[config.mk]
export PLATFORM = sky130hd
export DESIGN_NAME = regfile_sequencer
export DESIGN_NICKNAME = d
export VERILOG_FILES = /design/src/rtl/regfile_sequencer.sv
export SDC_FILE = /design/constraint.sdc
export NUM_CORES = 1
export LEC_CHECK = 0
export CAP_MARGIN = 0
export CORE_ASPECT_RATIO = 0.8
export CORE_UTILIZATION = 49
export DETAILED_ROUTE_END_ITERATION = 10
export PLACE_DENSITY = 0.79
export RECOVER_POWER = 25
export SLEW_MARGIN = 20
export SYNTH_ARGS = -nofsm -noshare
export SYNTH_HDL_FRONTEND = slang
export SYNTH_SLANG_ARGS = --single-unit
[constraint.sdc]
create_clock -name clk -period 2.01 [get_ports clk]
set_input_delay 0.3015 -clock clk [delete_from_list [all_inputs] [get_ports clk]]
set_output_delay 0.3015 -clock clk [all_outputs]
set_load 0.02 [all_outputs]
[src/rtl/regfile_sequencer.sv]
// Four-phase sequencer driving an 8 x 4-bit register file: accept, read, execute, write back.
// Holds one instruction at a time and pulses done when it retires.
module regfile_sequencer #(
  parameter int unsigned DATA_WIDTH = 4,
  parameter int unsigned ADDR_WIDTH = 3
) (
  input  logic                  clk,
  input  logic                  reset_n,
  input  logic [15:0]           instr,
  input  logic                  instr_valid,
  output logic                  instr_ready,
  output logic [ADDR_WIDTH-1:0] read_address1,
  output logic [ADDR_WIDTH-1:0] read_address2,
  input  logic [DATA_WIDTH-1:0] read_data1,
  input  logic [DATA_WIDTH-1:0] read_data2,
  output logic [ADDR_WIDTH-1:0] write_address,
  output logic [DATA_WIDTH-1:0] write_data,
  output logic                  write_enable,
  output logic                  carry,
  output logic                  zero,
  output logic                  done
);

  typedef enum logic [1:0] {StIdle, StRead, StExec, StWrite} state_e;

  localparam logic [2:0] OpAdd   = 3'd0;
  localparam logic [2:0] OpSub   = 3'd1;
  localparam logic [2:0] OpAnd   = 3'd2;
  localparam logic [2:0] OpOr    = 3'd3;
  localparam logic [2:0] OpXor   = 3'd4;
  localparam logic [2:0] OpLoadi = 3'd5;
  localparam logic [2:0] OpMov   = 3'd6;
  localparam logic [2:0] OpNop   = 3'd7;

  state_e                state_q, state_d;
  logic [2:0]            op_q, op_d;
  logic [ADDR_WIDTH-1:0] dest_q, dest_d;
  logic [DATA_WIDTH-1:0] imm_q, imm_d;
  logic [ADDR_WIDTH-1:0] ra1_q, ra1_d, ra2_q, ra2_d, wa_q, wa_d;
  logic [DATA_WIDTH-1:0] wd_q, wd_d;
  logic                  we_q, we_d, carry_q, carry_d, zero_q, zero_d, done_q, done_d;

  logic [DATA_WIDTH:0]   sum;
  logic [DATA_WIDTH-1:0] alu_res;
  logic                  alu_carry;

  // SUB uses the extra bit as the borrow out: it is set exactly when src1 < src2.
  always_comb begin
    sum       = '0;
    alu_res   = '0;
    alu_carry = 1'b0;
    unique case (op_q)
      OpAdd: begin
        sum       = {1'b0, read_data1} + {1'b0, read_data2};
        alu_res   = sum[DATA_WIDTH-1:0];
        alu_carry = sum[DATA_WIDTH];
      end
      OpSub: begin
        sum       = {1'b0, read_data1} - {1'b0, read_data2};
        alu_res   = sum[DATA_WIDTH-1:0];
        alu_carry = sum[DATA_WIDTH];
      end
      OpAnd:   alu_res = read_data1 & read_data2;
      OpOr:    alu_res = read_data1 | read_data2;
      OpXor:   alu_res = read_data1 ^ read_data2;
      OpLoadi: alu_res = imm_q;
      OpMov:   alu_res = read_data1;
      OpNop:   alu_res = '0;
      default: alu_res = '0;
    endcase
  end

  always_comb begin
    state_d = state_q;
    op_d    = op_q;
    dest_d  = dest_q;
    imm_d   = imm_q;
    ra1_d   = ra1_q;
    ra2_d   = ra2_q;
    wa_d    = wa_q;
    wd_d    = wd_q;
    we_d    = 1'b0;
    carry_d = carry_q;
    zero_d  = zero_q;
    done_d  = 1'b0;
    unique case (state_q)
      StIdle: begin
        if (instr_valid) begin
          op_d    = instr[15:13];
          dest_d  = instr[12:10];
          ra1_d   = instr[9:7];
          ra2_d   = instr[6:4];
          imm_d   = instr[3:0];
          state_d = StRead;
        end
      end
      StRead: state_d = StExec;
      StExec: begin
        wa_d = dest_q;
        if (op_q != OpNop) begin
          wd_d    = alu_res;
          carry_d = alu_carry;
          zero_d  = (alu_res == '0);
          we_d    = 1'b1;
        end
        state_d = StWrite;
      end
      StWrite: begin
        done_d  = 1'b1;
        state_d = StIdle;
      end
      default: state_d = StIdle;
    endcase
  end

  always_ff @(posedge clk or negedge reset_n) begin
    if (!reset_n) begin
      state_q <= StIdle;
      op_q    <= '0;
      dest_q  <= '0;
      imm_q   <= '0;
      ra1_q   <= '0;
      ra2_q   <= '0;
      wa_q    <= '0;
      wd_q    <= '0;
      we_q    <= 1'b0;
      carry_q <= 1'b0;
      zero_q  <= 1'b0;
      done_q  <= 1'b0;
    end else begin
      state_q <= state_d;
      op_q    <= op_d;
      dest_q  <= dest_d;
      imm_q   <= imm_d;
      ra1_q   <= ra1_d;
      ra2_q   <= ra2_d;
      wa_q    <= wa_d;
      wd_q    <= wd_d;
      we_q    <= we_d;
      carry_q <= carry_d;
      zero_q  <= zero_d;
      done_q  <= done_d;
    end
  end

  assign instr_ready   = (state_q == StIdle);
  assign read_address1 = ra1_q;
  assign read_address2 = ra2_q;
  assign write_address = wa_q;
  assign write_data    = wd_q;
  assign write_enable  = we_q;
  assign carry         = carry_q;
  assign zero          = zero_q;
  assign done          = done_q;

endmodule

==> impl_metrics.py <==
metrics = {
    "sta": {
        "max-slew-margin-rel_pct": 53.33,
        "worst_pin_slew_ns": 0.7000,
        "period_share_pct": 96.31,
        "hold_viol": 0,
        "min_period_ns": 1.936,
        "setup_ws_ns": 0.07416,
        "drv_slew": 0,
        "hold_ws_ns": 0.5033,
        "setup_violations": 0,
        "tns_ns": 0,
        "max_freq_mhz": 516.6,
        "finalClockSkew_ns": 0.001764,
    },
    "placement": {
        "hpwlAfterDp_um": 2999,
        "dp_slack_ns": -0.4134,
        "placed_area_um2": 2360,
        "gp_congestion": 0.8422,
        "dp.cells": 258,
        "io_buffers": 44,
    },
    "detailed_routing": {
        "drt_iter0_markers": 106,
        "drcViolationCount": 0,
        "wl_um": 4110,
        "wl_per_cell_um": 15.22,
        "ant_nets": 0,
        "dr.pass1.iters": 4,
        "vias": 1450,
        "via_per_inst": 5.370,
    },
    "yosys": {
        "yosys_warnings": 0,
        "syn_area_um2": 1785,
        "synth_nets": 204,
        "ys_types": 39,
        "synth-edff-count": 0,
        "syn_area_per_cell_um2": 11.16,
        "synthFlopType": "dfrtp_1",
        "synth_seq_area_share_pct": 40.64,
        "async_flop_share_pct": 100.0,
        "synth-seq-cells": 29,
        "netlist_instances": 160,
    },
    "cts": {
        "clock_sinks": 29,
        "htreeDepth": 2,
        "hold_buffers": 0,
        "cts_tree": "built",
        "worstSkewPairLatency_ns": 0.28,
        "numCtsBuffers": 5,
        "clkTransAtPathRegs_ns": 0.06,
        "clock-root-buffer": "clkbuf_8",
        "clockBufferDepth": 2,
    },
    "cells_and_area": {
        "area_delta_synth_final_pct": 41.56,
        "layout_common_cells": "clkdlybuf4s50_1 (39), dfrtp_1 (29), buf_4 (24)",
        "fillers": 222,
        "drive_gt1_share_pct": 29.82,
        "final_cells": 270,
        "diodes": 0,
        "multi_input_area_um2": 970.9,
        "design_area_um2": 2527,
        "fin_nets": 272,
        "regArea_um2": 725.7,
        "fin_util_pct": 73.32,
        "final_common_cell": "clkdlybuf4s50_1",
    },
    "power": {
        "p_leak_nw": 1.157,
        "peakVddDrop_uv": 940.8,
        "total_power_mw": 3.538,
        "powerDensity_nw_per_um2": 1400,
    },
    "critical_path": {
        "arrival_ns": 1.63,
        "critPathMaxStageDelay_ns": 0.63,
        "reg2reg_setup_slack_ns": 0.20,
        "worstPathRequired_ns": 1.71,
        "crit_chain": "inv_1 > ha_1 > clkdlybuf4s50_1",
        "cp-start-kind": "flop",
        "cpMaxStageDelayCell": "clkdlybuf4s50_1",
        "crit_fanout": 5,
        "cp-end-kind": "output pin",
        "critPathKind": "reg2out",
    },
    "die": {
        "fp.dieW_um": 69.49,
        "rows": 19,
        "core_um2": 3447,
        "die_area_um2": 3891,
        "initial_utilization_pct": 51.80,
        "num_io_pins": 45,
        "die_h_um": 55.99,
    },
    "grt": {
        "grt_max_degree": 30,
        "overflow": 0,
        "grt_util_all_layers_pct": 23.26,
        "antenna_found_initial": 0,
        "grt_first_pass_wirelength_um": 6975,
        "grt_pass1_vias": 1520,
    },
    "run": {
        "cap_violations": 0,
    },
    "run_status": {
        "status": "completed",
    },
    "hold_path": {
        "min_path_type": "reg2reg",
    },
}
-- layout make-up --
cell class | count | area share (%)
Sequential cell | 29 | 28.71
Multi-Input combinational cell | 105 | 38.42
Inverter | 18 | 2.673
Tap cell | 42 | 2.079
Clock buffer | 7 | 3.416
Timing Repair Buffer | 69 | 24.70
-- synthesized netlist by cell type (4+ instances only) --
| master | n | area share (%) |
|---|---|---|
| a21oi_1 | 5 | 1.4 |
| buf_2 | 4 | 1.1 |
| dfrtp_1 | 29 | 41 |
| ha_1 | 15 | 11 |
| inv_1 | 18 | 3.8 |
| mux2_2 | 21 | 13 |
| nand2_1 | 8 | 1.7 |
| nand3_1 | 4 | 1.1 |
| nor2_1 | 4 | 0.84 |
| o21ai_0 | 4 | 1.1 |
-- layer usage --
metal | vias to the layer above | GRT usage (%) | wire [um]
li1 | 687 | - | -
met1 | 689 | 29.27 | 1754
met2 | 64 | 38.28 | 2001
met3 | 10 | 7.065 | 275
met4 | 0 | 7.872 | 79
met5 | - | 0 | 0
-- final timing paths --
check / startpoint / to / depth (start not counted)
setup reg to reg: op_q[2] / zero / 5
hold reg to reg: dest_q[1] / dest_q[1] / 1
min in group asynchronous: reset_n / write_enable / 2
setup / recovery: state_q[0] / instr_ready / 3
max in group asynchronous: reset_n / carry / 2
hold / removal: dest_q[1] / dest_q[1] / 1
-- sequential cells by signal, indices dropped and copies added (netlist names) --
register and cells:
read_address2 3, imm_q 4, write_data 4, dest_q 3, state_q 2, read_address1 3, write_enable 1, zero 1
done 1, carry 1, op_q 3, write_address 3
-- cell families after synthesis --
group / after synthesis / synth area share [%]
AOI/OAI and AO/OA: 30 / 12.61
xor gates and xnor gates: 3 / 1.472
adders and majority gates: 17 / 12.75
buffers and inverters: 26 / 7.638
DFF: 29 / 40.64
muxes: 25 / 15.77
and+or+nand+nor: 30 / 9.110
-- report_power, final --
part | leakage (nW) | switching (mW) | internal [mW]
sequential | 0.348 | 0.298 | 0.882
combinational | 0.764 | 0.882 | 0.999
clock | 0.0443 | 0.206 | 0.271
total | 1.16 | 1.39 | 2.15
-- worst max-delay path, delay by kind of cell, from the launching register on --
| kind | cells | cell delay [ns] |
|---|---|---|
| buffers and inverters | 2 | 0.73 |
| DFF | 1 | 0.40 |
| adders and majority gates | 1 | 0.23 |
-- timing repair --
item                                    in CTS  in global routing
hold endpoints to repair                     0                  0
pin swaps                                    8                  6
setup buffers                                3                  2
endpoints found under the setup margin       5                  4
gates resized for setup                     11                  4
(Power assumes the default switching activity.)
